==> config.mk <==
export PLATFORM = sky130hd
export DESIGN_NAME = mem_stage_flat
export DESIGN_NICKNAME = d
export VERILOG_FILES = /design/src/rtl/mem_stage_if.sv /design/src/rtl/mem_stage.sv /design/src/flat_wrapper.sv
export SDC_FILE = /design/constraint.sdc
export NUM_CORES = 1
export LEC_CHECK = 0
export ABC_CLOCK_PERIOD_IN_PS = 2400
export CAP_MARGIN = 20
export CORE_ASPECT_RATIO = 0.75
export CORE_MARGIN = 2
export CORE_UTILIZATION = 40
export DETAILED_ROUTE_END_ITERATION = 8
export GPL_ROUTABILITY_DRIVEN = 0
export PLACE_DENSITY = 0.79
export SLEW_MARGIN = 10
export SYNTH_ARGS = -nofsm -noshare
export SYNTH_HDL_FRONTEND = slang
export SYNTH_SLANG_ARGS = --single-unit
export TNS_END_PERCENT = 50
==> constraint.sdc <==
create_clock -name clk -period 2.4 [get_ports clk]
set_input_delay 0.48 -clock clk [delete_from_list [all_inputs] [get_ports clk]]
set_output_delay 0.48 -clock clk [all_outputs]
set_load 0.01 [all_outputs]
==> src/rtl/mem_stage_if.sv <==
// Bundles the EX/MEM inputs, the data-memory port and the MEM/WB outputs of the memory stage.
// Pure wiring, no latency.
// Backpressure travels upstream on mem_stall; the memory side completes with the one-cycle dmem_resp.
interface mem_stage_if;
  // EX/MEM candidate instruction
  logic        ex_valid;
  logic [6:0]  ex_opcode;
  logic [2:0]  ex_funct3;
  logic [31:0] ex_alu_out;
  logic [31:0] ex_rs2_data;
  logic [4:0]  ex_rd;
  logic        ex_load_regfile;
  logic        flush;
  logic        mem_stall;

  // Data memory port
  logic        dmem_read;
  logic        dmem_write;
  logic [31:0] dmem_address;
  logic [31:0] dmem_wdata;
  logic [3:0]  dmem_byte_enable;
  logic [31:0] dmem_rdata;
  logic        dmem_resp;

  // MEM/WB register
  logic        wb_valid;
  logic [4:0]  wb_rd;
  logic [31:0] wb_data;
  logic        wb_load_regfile;
  logic        wb_misaligned;

  // The memory stage itself
  modport slave (
    input  ex_valid, ex_opcode, ex_funct3, ex_alu_out, ex_rs2_data, ex_rd, ex_load_regfile,
    input  flush, dmem_rdata, dmem_resp,
    output mem_stall, dmem_read, dmem_write, dmem_address, dmem_wdata, dmem_byte_enable,
    output wb_valid, wb_rd, wb_data, wb_load_regfile, wb_misaligned
  );

  // The surrounding pipeline and data memory
  modport master (
    output ex_valid, ex_opcode, ex_funct3, ex_alu_out, ex_rs2_data, ex_rd, ex_load_regfile,
    output flush, dmem_rdata, dmem_resp,
    input  mem_stall, dmem_read, dmem_write, dmem_address, dmem_wdata, dmem_byte_enable,
    input  wb_valid, wb_rd, wb_data, wb_load_regfile, wb_misaligned
  );
endinterface

==> src/rtl/mem_stage.sv <==
// RV32I memory stage: issues loads/stores to data memory, aligns/extends load data, feeds MEM/WB.
// Latency: one edge for non-memory ops; loads/stores complete on the edge after the dmem_resp cycle.
// Backpressure: mem_stall holds EX/MEM while an aligned access waits for dmem_resp; flush kills it.
module mem_stage (
  input  logic       clk,
  input  logic       rst_n,
  mem_stage_if.slave bus
);

  localparam logic [6:0] OP_LOAD  = 7'b0000011;
  localparam logic [6:0] OP_STORE = 7'b0100011;

  localparam logic [0:0] IDLE = 1'b0;
  localparam logic [0:0] WAIT = 1'b1;

  typedef struct packed {
    logic        valid;
    logic [6:0]  opcode;
    logic [2:0]  funct3;
    logic [31:0] addr;
    logic [31:0] sdata;
    logic [4:0]  rd;
    logic        load_regfile;
  } ex_reg_t;

  typedef struct packed {
    logic        valid;
    logic [4:0]  rd;
    logic [31:0] data;
    logic        load_regfile;
    logic        misaligned;
  } wb_reg_t;

  ex_reg_t     r_q, r_d;
  wb_reg_t     wb_q, wb_d;
  logic [0:0]  state_q, state_d;

  logic        is_load, is_store, mem_op, misaligned, req;
  logic        mem_stall;
  logic [3:0]  be;
  logic [31:0] wdata;
  logic [7:0]  lane_byte;
  logic [15:0] lane_half;
  logic [31:0] load_data;

  // Decode the held instruction and decide whether it drives a memory request this cycle
  always_comb begin
    is_load    = (r_q.opcode == OP_LOAD);
    is_store   = (r_q.opcode == OP_STORE);
    mem_op     = is_load | is_store;
    misaligned = 1'b0;
    case (r_q.funct3[1:0])
      2'b01:   misaligned = mem_op & r_q.addr[0];
      2'b10,
      2'b11:   misaligned = mem_op & (|r_q.addr[1:0]);
      default: misaligned = 1'b0;
    endcase
    // flush removes the request in the same cycle so a killed access never reaches memory
    req       = r_q.valid & mem_op & ~misaligned & ~bus.flush;
    mem_stall = req & ~bus.dmem_resp;
  end

  // Store lane steering: byte enables follow the address, data is replicated to every lane
  always_comb begin
    be    = 4'b0000;
    wdata = r_q.sdata;
    case (r_q.funct3[1:0])
      2'b00: begin
        be    = 4'b0001 << r_q.addr[1:0];
        wdata = {4{r_q.sdata[7:0]}};
      end
      2'b01: begin
        be    = 4'b0011 << r_q.addr[1:0];
        wdata = {2{r_q.sdata[15:0]}};
      end
      default: begin
        be    = 4'b1111;
        wdata = r_q.sdata;
      end
    endcase
  end

  // Load lane select and sign/zero extension
  always_comb begin
    case (r_q.addr[1:0])
      2'b00:   lane_byte = bus.dmem_rdata[7:0];
      2'b01:   lane_byte = bus.dmem_rdata[15:8];
      2'b10:   lane_byte = bus.dmem_rdata[23:16];
      default: lane_byte = bus.dmem_rdata[31:24];
    endcase
    lane_half = r_q.addr[1] ? bus.dmem_rdata[31:16] : bus.dmem_rdata[15:0];
    case (r_q.funct3)
      3'b000:  load_data = {{24{lane_byte[7]}}, lane_byte};
      3'b001:  load_data = {{16{lane_half[15]}}, lane_half};
      3'b100:  load_data = {24'h0, lane_byte};
      3'b101:  load_data = {16'h0, lane_half};
      default: load_data = bus.dmem_rdata;
    endcase
  end

  // Request tracking: WAIT while an issued access has not yet seen its response
  always_comb begin
    state_d = state_q;
    case (state_q)
      IDLE:    if (req && !bus.dmem_resp) state_d = WAIT;
      WAIT:    if (bus.dmem_resp || bus.flush) state_d = IDLE;
      default: state_d = IDLE;
    endcase
  end

  // EX/MEM capture: frozen while stalled, a flushed candidate enters as a bubble
  always_comb begin
    r_d = r_q;
    if (!mem_stall) begin
      r_d.valid        = bus.ex_valid & ~bus.flush;
      r_d.opcode       = bus.ex_opcode;
      r_d.funct3       = bus.ex_funct3;
      r_d.addr         = bus.ex_alu_out;
      r_d.sdata        = bus.ex_rs2_data;
      r_d.rd           = bus.ex_rd;
      r_d.load_regfile = bus.ex_load_regfile;
    end
  end

  // MEM/WB next value: bubble while stalled or flushed, otherwise retire the held instruction
  always_comb begin
    wb_d = '0;
    if (!mem_stall && !bus.flush && r_q.valid) begin
      wb_d.valid = 1'b1;
      wb_d.rd    = r_q.rd;
      // Faulting address is reported for misaligned accesses, ALU result for everything else
      wb_d.data  = r_q.addr;
      if (misaligned) begin
        wb_d.misaligned = 1'b1;
      end else if (is_load) begin
        wb_d.data         = load_data;
        wb_d.load_regfile = r_q.load_regfile & (r_q.rd != 5'd0);
      end else if (!is_store) begin
        wb_d.load_regfile = r_q.load_regfile;
      end
    end
  end

  // State registers; reset abandons any outstanding access
  always_ff @(posedge clk or negedge rst_n) begin
    if (!rst_n) begin
      state_q <= IDLE;
      r_q     <= '0;
      wb_q    <= '0;
    end else begin
      state_q <= state_d;
      r_q     <= r_d;
      wb_q    <= wb_d;
    end
  end

  assign bus.mem_stall        = mem_stall;
  assign bus.dmem_read        = req & is_load;
  assign bus.dmem_write       = req & is_store;
  assign bus.dmem_address     = {r_q.addr[31:2], 2'b00};
  assign bus.dmem_wdata       = wdata;
  assign bus.dmem_byte_enable = (req & is_store) ? be : 4'b0000;

  assign bus.wb_valid         = wb_q.valid;
  assign bus.wb_rd            = wb_q.rd;
  assign bus.wb_data          = wb_q.data;
  assign bus.wb_load_regfile  = wb_q.load_regfile;
  assign bus.wb_misaligned    = wb_q.misaligned;

endmodule
==> src/flat_wrapper.sv <==
// flat-port wrapper written by rule: the top's interface ports become plain ports
module mem_stage_flat 
  (clk, rst_n, bus_ex_valid, bus_ex_opcode, bus_ex_funct3, bus_ex_alu_out, bus_ex_rs2_data, bus_ex_rd, bus_ex_load_regfile, bus_flush, bus_dmem_rdata, bus_dmem_resp, bus_mem_stall, bus_dmem_read, bus_dmem_write, bus_dmem_address, bus_dmem_wdata, bus_dmem_byte_enable, bus_wb_valid, bus_wb_rd, bus_wb_data, bus_wb_load_regfile, bus_wb_misaligned);
  mem_stage_if bus_i ();
  input  logic clk;
  input  logic rst_n;
  input wire logic [$bits(bus_i.ex_valid)-1:0] bus_ex_valid;
  input wire logic [$bits(bus_i.ex_opcode)-1:0] bus_ex_opcode;
  input wire logic [$bits(bus_i.ex_funct3)-1:0] bus_ex_funct3;
  input wire logic [$bits(bus_i.ex_alu_out)-1:0] bus_ex_alu_out;
  input wire logic [$bits(bus_i.ex_rs2_data)-1:0] bus_ex_rs2_data;
  input wire logic [$bits(bus_i.ex_rd)-1:0] bus_ex_rd;
  input wire logic [$bits(bus_i.ex_load_regfile)-1:0] bus_ex_load_regfile;
  input wire logic [$bits(bus_i.flush)-1:0] bus_flush;
  input wire logic [$bits(bus_i.dmem_rdata)-1:0] bus_dmem_rdata;
  input wire logic [$bits(bus_i.dmem_resp)-1:0] bus_dmem_resp;
  output wire logic [$bits(bus_i.mem_stall)-1:0] bus_mem_stall;
  output wire logic [$bits(bus_i.dmem_read)-1:0] bus_dmem_read;
  output wire logic [$bits(bus_i.dmem_write)-1:0] bus_dmem_write;
  output wire logic [$bits(bus_i.dmem_address)-1:0] bus_dmem_address;
  output wire logic [$bits(bus_i.dmem_wdata)-1:0] bus_dmem_wdata;
  output wire logic [$bits(bus_i.dmem_byte_enable)-1:0] bus_dmem_byte_enable;
  output wire logic [$bits(bus_i.wb_valid)-1:0] bus_wb_valid;
  output wire logic [$bits(bus_i.wb_rd)-1:0] bus_wb_rd;
  output wire logic [$bits(bus_i.wb_data)-1:0] bus_wb_data;
  output wire logic [$bits(bus_i.wb_load_regfile)-1:0] bus_wb_load_regfile;
  output wire logic [$bits(bus_i.wb_misaligned)-1:0] bus_wb_misaligned;
  assign bus_i.ex_valid = bus_ex_valid;
  assign bus_i.ex_opcode = bus_ex_opcode;
  assign bus_i.ex_funct3 = bus_ex_funct3;
  assign bus_i.ex_alu_out = bus_ex_alu_out;
  assign bus_i.ex_rs2_data = bus_ex_rs2_data;
  assign bus_i.ex_rd = bus_ex_rd;
  assign bus_i.ex_load_regfile = bus_ex_load_regfile;
  assign bus_i.flush = bus_flush;
  assign bus_i.dmem_rdata = bus_dmem_rdata;
  assign bus_i.dmem_resp = bus_dmem_resp;
  assign bus_mem_stall = bus_i.mem_stall;
  assign bus_dmem_read = bus_i.dmem_read;
  assign bus_dmem_write = bus_i.dmem_write;
  assign bus_dmem_address = bus_i.dmem_address;
  assign bus_dmem_wdata = bus_i.dmem_wdata;
  assign bus_dmem_byte_enable = bus_i.dmem_byte_enable;
  assign bus_wb_valid = bus_i.wb_valid;
  assign bus_wb_rd = bus_i.wb_rd;
  assign bus_wb_data = bus_i.wb_data;
  assign bus_wb_load_regfile = bus_i.wb_load_regfile;
  assign bus_wb_misaligned = bus_i.wb_misaligned;
  mem_stage u_core (.clk(clk), .rst_n(rst_n), .bus(bus_i));
endmodule
==> flow_summary_export.csv <==
group,metric,value,unit
cells_and_area,drive_gt1_share,22.3,%
yosys,syn_area,5790,um2
critical_path,worstSetupPathDepth,6,
critical_path,rr_worst_depth,8,
yosys,synth-seq-area-share,52.3,%
cells_and_area,nets,828,
detailed_routing,vias,4687,
critical_path,crit_fanout,4,
power,p_seq_share,42.6,%
cts,clock_latency,0.42,ns
power,switching_share,24.4,%
sta,final_hold_viol_count,0,
yosys,ys_warn_count,0,
place,dp_slack,-0.400,ns
detailed_routing,ant_nets,0,
critical_path,cp.arrival,1.97,ns
power,total_power,5.15,mW
detailed_routing,avgRoutedWirePerCell,18.7,um
sta,period_needed,2.45,ns
sta,tns,-0.214,ns
power,powerDensity,589,nW/um2
cts,root_buffer,"clkbuf_16",
global_route,grt_pass1_wl,26500,um
detailed_routing,route.detailed.drc,0,
sta,slew_headroom,53.7,%
floorplan,io_pins,228,
critical_path,critical_path.startpoint,"u_core.r_q[76]$_DFFE_PN0N_",
sta,setup_violations,5,
sta,rsz0062_at_grt,"true",
global_route,grt_max_degree,122,
floorplan,die_area,15500,um2
cells_and_area,area_growth,51.2,%
global_route,antenna_found_initial,1,
floorplan,start_util,40.5,%
yosys,yosys_most_used_dff,"dfrtp_1",
yosys,synth_edf_count,0,
outcome,violations,"negative setup slack",
power,p_comb_share,14.7,%
worst_hold_path,hp-class,"in -> async",
power,p_leak,3.79,nW
outcome,outcome,"finished with violations",
power,clockPowerShare,42.7,%
yosys,synthCells,499,
power,power.switching,1.26,mW
place,placedCellCount,885,
global_route,grtUsageTotal,22.7,%
sta,period_share,102,%
flow_run,drv_cap,0,
critical_path,reg2reg_to,"u_core.bus.dmem_address[11]$_DFFE_PN0N_",
cells_and_area,layout_common_cells,"clkdlybuf4s50_1, dfrtp_1, mux2_2, nand2_1, a21oi_1",
critical_path,critPathMaxStageDelay,0.40,ns
critical_path,cpLargestDelayFamily,"simple AND/OR/NAND/NOR gates",
sta,fin_ws,-0.0488,ns
cts,cts_buffers,17,
detailed_routing,drt_wl_total,17300,um
detailed_routing,avgViaCountPerCell,5.07,
cts,cts.sink_count,121,
critical_path,required,1.92,ns
floorplan,rows,38,
floorplan,die_w,143,um
global_route,grt_pass1_vias,4997,
critical_path,critPathCaptureType,"output port",
place,port_buffers,225,
power,intPower,3.90,mW
sta,drv_slew,0,
sta,worstMarginPinSlew,0.695,ns
cells_and_area,layout_commonest_cell,"clkdlybuf4s50_1",
cts,path_clk_slew,0.05,ns
critical_path,r2r_start,"u_core.r_q[76]$_DFFE_PN0N_",
sta,skew,0.0103,ns
detailed_routing,firstDrtPassIters,8,
floorplan,core-area,14300,um2
cells_and_area,finalNonFillerCells,924,
critical_path,crit_buf_inv,1,
yosys,yosysUniqueCellTypes,37,
critical_path,crit_type,"reg -> out",
yosys,syn_avg_cell_area,11.6,um2
critical_path,worst_path_max_delay_cell,"dfrtp_1",
yosys,ys_seq_elements,121,
critical_path,cp-endpoint,"bus_dmem_byte_enable[1]",
cts,tritoncts,"yes",
critical_path,r2r_slack,0.11,ns
yosys,synthArstFlopShare,100,%
sta,max_freq,408,MHz
cts,htreeDepth,4,
place,dpl.hpwl,12300,um
critical_path,crit_chain,"nor4_4 > nand3_2 > or3_4 > nor2_4 > o21a_1 > buf_2",
floorplan,dieHeight,108,um
critical_path,critPathLaunchType,"flop",
detailed_routing,drt_iter0_drc,312,
global_route,gr-total-overflow,0,
power,vdd_drop_max,0.517,mV
cts,ctsLongestPathBuffers,2,
==> kinds of logic after synthesis <==
kind of cell / Yosys count / share of synthesized area (%)
multiplexers: 107 / 20.7
flip-flops: 121 / 52.3
buffers and inverters: 82 / 9.07
AND/OR/NAND/NOR: 93 / 7.41
other: 1 / 0.0647
AO/OA/AOI/OAI: 95 / 10.5
==> stage by stage <==
stage	util, %	instance area [um2]	hold WS (ns)
3_5_place_dp	56.7	8120	0.477
6_report	61.2	8760	0.116
2_1_floorplan	-	5800	0.184
5_1_grt	61.2	8750	0.220
3_3_place_gp	56.7	8120	0.469
4_1_cts	60.9	8720	0.185
==> layout make-up <==
type,instances,area (um2)
diodes,1,2.50
clock buffers,22,454
clock inverters,9,52.6
fillers,1147,5560
inverters,9,33.8
multi-input cells,297,2310
flip-flops and latches,121,3030
well taps,200,250
repair buffers,265,2630
==> cell usage after synthesis, drive strengths merged (6+ instances only) <==
cell	n	area share, %
a21o	9	1.2
a21oi	37	3.2
a311oi	8	1.2
buf	56	7.4
clkbuf	17	1.1
dfrtp	121	52
inv	8	0.52
mux2	90	17
mux2i	16	2.8
nand2	42	2.7
nor2	19	1.3
nor2b	6	0.65
nor3	10	1.1
o211ai	16	2.1
o21ai	12	1.0
o221ai	8	1.2
==> power groups by stage <==
stage | logic, mW | clock network [mW] | registers (mW)
after global placement | 0.741 | 0 | 2.22
after global routing | 0.817 | 2.35 | 2.21
after CTS | 0.767 | 2.24 | 2.19
after floorplan | 0.300 | 0 | 2.21
after detailed placement | 0.754 | 0 | 2.22
final | 0.757 | 2.20 | 2.20
==> state kept, by name, indices dropped and copies added, names as in the netlist <==
signal and cells:
u_core.r_q 51, u_core.bus.wb_data 32, u_core.bus.dmem_address 30, u_core.bus.wb_rd 5, u_core.bus.wb_load_regfile 1, u_core.bus.wb_misaligned 1, u_core.bus.wb_valid 1
==> routing by layer <==
metal / wire length, um / up-vias / GRT usage (%)
li1: - / 2149 / -
met5: 0 / - / 0
met3: 1640 / 38 / 8.90
met4: 398 / 0 / 8.49
met2: 8270 / 224 / 36.7
met1: 7010 / 2276 / 27.6
==> worst min-delay path by stage <==
stage	to	start	cells past startpoint	slack, ns
finish	u_core.bus.dmem_address[29]$_DFFE_PN0N_	rst_n	2	0.12
global route	u_core.bus.dmem_address[5]$_DFFE_PN0N_	rst_n	2	0.22
CTS	u_core.bus.dmem_address[29]$_DFFE_PN0N_	rst_n	2	0.19
detailed placement	u_core.r_q[29]$_DFFE_PN0N_	u_core.r_q[29]$_DFFE_PN0N_	1	0.48
global placement	u_core.r_q[22]$_DFFE_PN0N_	u_core.r_q[22]$_DFFE_PN0N_	1	0.47
floorplan	u_core.bus.dmem_address[10]$_DFFE_PN0N_	rst_n	0	0.18
==> repair_timing <==
item                                    in CTS  in global routing
resized for setup                           82                 14
endpoints found under the hold margin        0                  0
hold buffers                                 0                  0
endpoints found under the setup margin      31                 79
cloned                                       1                  1
pin swaps                                    5                  2
buffers inserted                             5                  0
(Power assumes the default switching activity.)
